--- src/rtl/lin_rx_pkg.sv ---
// Shared state encoding and constants for the LIN byte receiver.
package lin_rx_pkg;

  typedef enum logic [2:0] {
    ST_IDLE    = 3'd0,
    ST_START   = 3'd1,
    ST_DATA    = 3'd2,
    ST_STOP    = 3'd3,
    ST_BRK     = 3'd4,
    ST_WAIT_HI = 3'd5
  } lin_state_e;

  localparam int unsigned LIN_BREAK_BITS = 11;
  localparam int unsigned CNT_W          = 12;
  localparam int unsigned DOM_W          = 16;

  function automatic logic maj3(input logic a, input logic b, input logic c);
    return (a & b) | (a & c) | (b & c);
  endfunction

endpackage

--- src/rtl/lin_rx_sync.sv ---
// Two-flop synchronizer for the raw LIN line plus a falling-edge detector.
module lin_rx_sync (
  input  logic clk,
  input  logic rst_n,
  input  logic rx_async_i,
  output logic rx_s_o,
  output logic fall_o
);

  logic meta_q, sync_q, prev_q;

  // NOTE: sequential state uses non-blocking assignments so every flop samples pre-edge values.
  always_ff @(posedge clk or negedge rst_n) begin
    if (!rst_n) begin
      meta_q <= 1'b1;
      sync_q <= 1'b1;
      prev_q <= 1'b1;
    end else begin
      meta_q <= rx_async_i;
      sync_q <= meta_q;
      prev_q <= sync_q;
    end
  end

  assign rx_s_o = sync_q;
  assign fall_o = prev_q & ~sync_q;

endmodule

--- src/rtl/lin_rx.sv ---
// LIN byte receiver with sync-break detection.
// Optional LIN_RX_MAJORITY_EN: 2-of-3 majority sampling, decisions one cycle later.
module lin_rx
  import lin_rx_pkg::*;
#(
  parameter int unsigned BIT_CYCLES = 2604
) (
  input  logic       clk,
  input  logic       rst_n,
  input  logic       lin_rx_rtl,
  input  logic       rx_en,
  output logic [7:0] rx_data,
  output logic       rx_data_valid,
  output logic       rx_frame_err,
  output logic       rx_break,
  output logic       rx_busy
);

`ifdef LIN_RX_MAJORITY_EN
  localparam int unsigned SAMPLE_LAG = 1;
`else
  localparam int unsigned SAMPLE_LAG = 0;
`endif

  // Counter values are "cycles elapsed minus one" since the counter was cleared.
  localparam logic [CNT_W-1:0] START_LAST = CNT_W'(BIT_CYCLES / 2 - 1 + SAMPLE_LAG);
  localparam logic [CNT_W-1:0] BIT_LAST   = CNT_W'(BIT_CYCLES - 1);
  localparam logic [DOM_W-1:0] BRK_LEN    = DOM_W'(LIN_BREAK_BITS * BIT_CYCLES);

  logic rx_s, rx_fall, sample;

  lin_rx_sync u_sync (
    .clk        (clk),
    .rst_n      (rst_n),
    .rx_async_i (lin_rx_rtl),
    .rx_s_o     (rx_s),
    .fall_o     (rx_fall)
  );

`ifdef LIN_RX_MAJORITY_EN
  logic hist1_q, hist2_q;

  always_ff @(posedge clk or negedge rst_n) begin
    if (!rst_n) begin
      hist1_q <= 1'b1;
      hist2_q <= 1'b1;
    end else begin
      hist1_q <= rx_s;
      hist2_q <= hist1_q;
    end
  end

  assign sample = maj3(rx_s, hist1_q, hist2_q);
`else
  assign sample = rx_s;
`endif

  lin_state_e       state_q, state_d;
  logic [CNT_W-1:0] cnt_q, cnt_d;
  logic [DOM_W-1:0] dom_q, dom_d;
  logic [2:0]       bit_q, bit_d;
  logic [7:0]       shift_q, shift_d;
  logic [7:0]       data_q, data_d;
  logic             valid_q, valid_d;
  logic             ferr_q, ferr_d;
  logic             brk_q, brk_d;

  always_ff @(posedge clk or negedge rst_n) begin
    if (!rst_n) begin
      state_q <= ST_IDLE;
      cnt_q   <= '0;
      dom_q   <= '0;
      bit_q   <= '0;
      shift_q <= '0;
      data_q  <= '0;
      valid_q <= 1'b0;
      ferr_q  <= 1'b0;
      brk_q   <= 1'b0;
    end else begin
      state_q <= state_d;
      cnt_q   <= cnt_d;
      dom_q   <= dom_d;
      bit_q   <= bit_d;
      shift_q <= shift_d;
      data_q  <= data_d;
      valid_q <= valid_d;
      ferr_q  <= ferr_d;
      brk_q   <= brk_d;
    end
  end

  // NOTE: every signal gets a default before the case so no path leaves a latch.
  always_comb begin
    state_d = state_q;
    cnt_d   = cnt_q + CNT_W'(1);
    dom_d   = (dom_q == '1) ? dom_q : dom_q + DOM_W'(1);
    bit_d   = bit_q;
    shift_d = shift_q;
    data_d  = data_q;
    valid_d = 1'b0;
    ferr_d  = 1'b0;
    brk_d   = 1'b0;

    if (!rx_en) begin
      state_d = ST_IDLE;
    end else begin
      case (state_q)
        ST_IDLE: begin
          if (rx_fall) begin
            state_d = ST_START;
            cnt_d   = '0;
            dom_d   = DOM_W'(1);
          end
        end
        ST_START: begin
          if (cnt_q == START_LAST) begin
            state_d = sample ? ST_IDLE : ST_DATA;
            cnt_d   = '0;
            bit_d   = '0;
          end
        end
        ST_DATA: begin
          if (cnt_q == BIT_LAST) begin
            shift_d = {sample, shift_q[7:1]};
            cnt_d   = '0;
            bit_d   = bit_q + 3'd1;
            if (bit_q == 3'd7) state_d = ST_STOP;
          end
        end
        ST_STOP: begin
          if (cnt_q == BIT_LAST) begin
            if (sample) begin
              data_d  = shift_q;
              valid_d = 1'b1;
              state_d = ST_IDLE;
            end else if (shift_q != 8'h00) begin
              ferr_d  = 1'b1;
              state_d = ST_WAIT_HI;
            end else begin
              state_d = ST_BRK;
            end
          end
        end
        ST_BRK: begin
          if (rx_s) begin
            if (dom_q >= BRK_LEN) brk_d  = 1'b1;
            else                  ferr_d = 1'b1;
            state_d = ST_IDLE;
          end
        end
        ST_WAIT_HI: begin
          if (rx_s) state_d = ST_IDLE;
        end
        default: state_d = ST_IDLE;
      endcase
    end
  end

  assign rx_data       = data_q;
  assign rx_data_valid = valid_q;
  assign rx_frame_err  = ferr_q;
  assign rx_break      = brk_q;
  assign rx_busy       = (state_q != ST_IDLE);

endmodule
--- config.mk ---
export PLATFORM = sky130hd
export DESIGN_NAME = lin_rx
export DESIGN_NICKNAME = d
export VERILOG_FILES = /design/src/rtl/lin_rx_pkg.sv /design/src/rtl/lin_rx_sync.sv /design/src/rtl/lin_rx.sv
export SDC_FILE = /design/constraint.sdc
export NUM_CORES = 1
export LEC_CHECK = 0
export ABC_AREA = 1
export CAP_MARGIN = 10
export CORE_MARGIN = 2
export CORE_UTILIZATION = 54
export DETAILED_ROUTE_END_ITERATION = 12
export GPL_TIMING_DRIVEN = 0
export PLACE_DENSITY_LB_ADDON = 0.25
export SLEW_MARGIN = 20
export SYNTH_ARGS = -nofsm -noshare
export SYNTH_HDL_FRONTEND = slang
export SYNTH_SLANG_ARGS = --single-unit
--- constraint.sdc ---
create_clock -name clk -period 1.6 [get_ports clk]
set_input_delay 0.16 -clock clk [delete_from_list [all_inputs] [get_ports clk]]
set_output_delay 0.16 -clock clk [all_outputs]
set_load 0.05 [all_outputs]
Yosys cells after proc, flatten, opt, wreduce, memory -nomap -nowiden:

Index checks and enable logic that the tools add are counted.

* $add $sub $neg: 3
* multipliers: 0
* div/mod/pow operators: 0
* order comparisons: 1
* eq/ne operators: 17
* shift operators: 0
* muxes and demuxes: 38
* bitwise logic cells: 2
* reduce and logical (&&, ||, !) cells: 9

Operators by type and width (count)
* $mux 16: 4
* $mux 12: 4
* $pmux 12 s3: 1
* $mux 3: 10
* $add 16x1->16 const B: 1
* $eq 16x16->1 const B: 1
* $ge 16x15->1 const B: 1
* $mux 1: 15
* $ne 3x3->1 const B: 5
* $pmux 3 s5: 1
* $add 12x1->12 const B: 1
* $eq 12x11->1 const B: 1
* $eq 12x12->1 const B: 1
* $eq 3x3->1 const B: 3
* $reduce_and 4->1: 2
* $reduce_bool 8->1: 1
* $eq 3x2->1 const B: 2
* $pmux 3 s2: 1
* $reduce_and 6->1: 1
* $ne 2x2->1 const B: 2
* $add 3x1->3 const B: 1
* $eq 3x1->1 const B: 1
* $logic_not 3->1: 1
* $ne 3x2->1 const B: 1
* other kinds (8): 8

* register bits: 56
* bits in latches: 0
* memory bits (writable): 0
* ROM bits: 0
* input bits: 4
* output and inout port bits: 12
* word-level logic and storage cells: 82
* memories kept: 0

Depth between registers and ports, before layout:

* word-level depth: 6
* gate-level depth with buffers: 12
* gate-level depth less buffers: 11

By module:

From an unflattened synthesis, not the netlist that was laid out.

* cell total of the unflattened synthesis: 365
* area, all modules: 2985.4 µm²

By module, submodules not included
* lin_rx: instances 1, cells an instance 360, area each 2896.5 µm², sequential area each 1326.3 µm²
* lin_rx_sync: instances 1, cells an instance 5, area each 88.8 µm², sequential area each 78.8 µm²

Least setup slack after synthesis:

Ideal clock, no wire load.

* kind: register to register
* start point: register cnt_q[0]
* end point: register cnt_q[6]
* library setup time: 122 ps
* data arrival time: 1496 ps
* setup slack: -19 ps
* cell stages (with the launch flop): 12
* path buffers: 1
* period minus slack after synthesis: 1619 ps
* cell sequence: dfrtp_1 > ha_1 > nand2_2 > nor2_4 > nand3_2 > nand2_1 > nand2_2 > nor2_4 > nand2_2 > nor2_4 > buf_6 > nor2_2

* cells in the longest elaborated chain, start to end: 4
* elaborated cells on any way between the ends: 8

RTL lines
* from (decl): RTL line lin_rx.sv:59 `logic [CNT_W-1:0] cnt_q, cnt_d;`
* from (signal assigned): RTL line lin_rx.sv:81 `cnt_q <= cnt_d;`
* $add 12x1->12, or another cell as far along: RTL line lin_rx.sv:95 `cnt_d = cnt_q + CNT_W'(1);`
* $mux 12, on equally long branches: RTL line lin_rx.sv:123, lin_rx.sv:109, lin_rx.sv:116
* $pmux 12 s3: RTL line lin_rx.sv:107 `case (state_q)`
* $mux 12 *: RTL line lin_rx.sv:104 `if (!rx_en) begin`
* via cnt_d[6]: RTL line lin_rx.sv:59

Mark *: on every way through the listed nets, which the timed path passes. The rest lies on a longest branch.
A chain may end at the register's enable or synchronous reset.

Worst setup path in the final report:

* start point: register cnt_q[0]
* end point: register cnt_q[8]

Same word-level chain as after synthesis.

==> results.yml <==
outcome:
  status: "finished with violations"
  violations: "setup timing"
clock_network:
  insertion_delay_ps: 310
  cts_root_buffer: "clkbuf_8"
  cts_buffer_depth: 2
  cts_sinks: 56
  numCtsBuffers: 5
  clk_pin_slew_ps: 90
  cts_tree: "done"
  htree_levels: 2
critical_path:
  slowest_delay_ps: 430
  critPathCaptureType: "flop"
  cp-start-kind: "flop"
  critPathBufInv: 3
  cp_max_fo: 5
  critPathLaunch: "cnt_q[0]"
  r2r-start: "cnt_q[0]"
  critPathMostFrequentCell: "nand2_2"
  path_class: "flop to flop"
  critPathRequiredTime_ps: 1810
  critical_path_arrival_ps: 1870
  r2r_slack_ps: -70
  r2r-end: "cnt_q[8]"
  cpMaxStageDelayCell: "dfrtp_1"
  crit_cells: 12
  worstPathCellList: "buf_6 -> ha_4 -> nand2_2 -> nor2_2 -> nand3_2 -> nand2_2 -> inv_2 -> nor2_4 -> nand2_2 -> nor2_4 -> clkbuf_16 -> nor2_2"
  reg2reg_depth: 12
  path_delay_family: "simple AND/OR/NAND/NOR gates"
  worstSetupEndpoint: "cnt_q[8]"
routing:
  post_drt_wl_per_cell_um: 14.6
  ant_nets: 0
  viasPerCell: 5.62
  num_vias: 2683
  drt_iter0_markers: 205
  firstDrtPassIters: 7
  wl_um: 6980
  drc_errors: 0
floorplan:
  dieWidth_um: 77.6
  die_h_um: 77.6
  rows: 26
  start_util_pct: 56.5
  core_um2: 5170
  dieArea_um2: 6020
  num_io_pins: 16
timing:
  setup_ws_ps: -66.6
  whs_ps: 165
  tightest_slew_ps: 679
  hold_viol: 0
  finClkSkew_ps: 3.17
  setup_tns_ps: -907
  period_minus_slack_ps: 1670
  post-route-period-util_pct: 104
  setup_violations: 21
  slew_headroom_pct: 54.7
  max_freq_ghz: 0.600
  rsz0062_at_grt: "true"
  maxSlewViolCount: 0
final_layout:
  final-seq-area_um2: 1410
  layout-drive-gt1-share_pct: 30.0
  final_nets: 416
  area_growth_pct: 29.8
  multi_input_area_um2: 1510
  fin_util_pct: 73.3
  n_antenna_cell: 0
  fillers: 357
synth:
  synth_top_area_cell: "dfrtp_1"
  synthCells: 352
  netlist.area_leader.share_pct: 45.4
  syn_avg_cell_area_um2: 8.30
  yosysSeqAreaShare_pct: 48.1
  synth_common_cells: "69 x nand2_1, 53 x dfrtp_1, 49 x inv_1"
  yosysWarningCount: 0
  ys_ff_latch: 56
  ys_top_cells_by_area: "dfrtp_1 45%, nand2_1 8.9%, inv_1 6.3%"
  synth_flop_cell: "dfrtp_1"
  synth_area_um2: 2920
  synth_nets: 362
  synth-edff-count: 0
  async_reset_ff_share_pct: 100
  yosysMostFrequentCell: "nand2_1"
  synth_cell_types: 33
grt:
  grt_pass1_wl_um: 10400
  grt_max_degree: 57
  grt_remaining_overflow: 0
  grt_usage_pct: 21.7
  first_global_vias: 2399
  antenna_found_initial: 0
flow_run:
  max_cap_viol_count: 0
worst_hold_path:
  min_path_type: "primary input to flop"
power_and_ir_drop:
  powerDensity_nw_per_um2: 1130
  p_leak_nw: 1.79
  ir_drop_mv: 0.948
placed_design:
  gp_congestion: 0.874
  portBuffers: 14
  dp_hpwl_um: 3890
through the flow:
stage / instances / setup WS (ps) / power, W / instance area, um2
2_1_floorplan: 352 / 2.22 / 0.00250 / 2930
6_report: 477 / -66.6 / 0.00427 / 3790
4_1_cts: 458 / -116 / 0.00404 / 3480
3_3_place_gp: 436 / -1300 / 0.00271 / 3150
3_5_place_dp: 436 / -179 / 0.00274 / 3150
5_1_grt: 477 / -173 / 0.00451 / 3790
per-layer routing:
layer  GRT usage, %  vias up  wire (um)
met5              0        -          0
met3           3.14       36        424
met4           9.64        0        301
li1               -     1255          -
met1           27.8     1263       2810
met2           36.6      129       3450
sequential cells by signal (all words and copies together), names as in the netlist:
name           count
rx_frame_err       1
rx_data_valid      1
rx_data            8
u_sync.prev_q      1
cnt_q             12
u_sync.meta_q      1
state_q            3
u_sync.rx_s_o      1
rx_break           1
dom_q             16
bit_q              3
shift_q            8
worst min-delay path by stage:
stage                     depth (start not counted)  slack (ps)       endpoint          start
after global placement                            0         350  u_sync.rx_s_o  u_sync.meta_q
after floorplan                                   0        -140       bit_q[0]          rst_n
after global routing                              3         180       rx_break          rx_en
after CTS                                         3         150     state_q[0]          rx_en
final                                             3         170     state_q[2]          rx_en
after detailed placement                          1         250       dom_q[9]          rst_n
kinds of logic after synthesis:
group,count (synthesis),synth area share [%]
AO/OA/AOI/OAI,48,9.16
XOR/XNOR,8,2.40
adder cells (fa/ha/maj),6,2.57
buffers and inverters,59,8.30
flip-flops,56,48.1
AND/OR/NAND/NOR,175,29.5
cell type report:
class,instances,share of cell area [%]
Multi-Input combinational cell,238,39.9
Sequential cell,56,37.1
Timing Repair Buffer,46,10.8
Inverter,54,5.34
Clock buffer,7,2.54
Tap cell,70,2.31
Buffer,5,1.22
Clock inverter,1,0.792
where the power goes:
group	switching, W	total [W]	internal, W	leakage [nW]
clock	0.000445	0.000998	0.000552	0.0645
sequential	0.000221	0.00180	0.00158	0.751
combinational	0.000833	0.00148	0.000642	0.972
tightest hold or removal path, cell delays in order:
cell and delay [ps]:
buf_4 150, nand4_1 90, nand2_1 40
repair_timing:
item	in CTS	in global routing
endpoints found under the setup margin	48	54
gates cloned	2	0
setup buffers	11	19
resized for setup	32	61
hold buffers	1	0
pin swaps	13	13
hold endpoints to repair	53	0
cells in the final DEF, fill, tap and decap left out, types with 10 or more instances in the layout:
cell type      count
nor2_1            23
dlygate4sd2_1     10
o21ai_1           12
nand3_1           18
nand2_1           63
nand4_1           11
nor2_2            16
o21ai_0           16
inv_1             43
nor3_1            10
buf_4             25
dfrtp_1           51
inv_2             11
No activity file was read; power rests on OpenSTA's default activity.
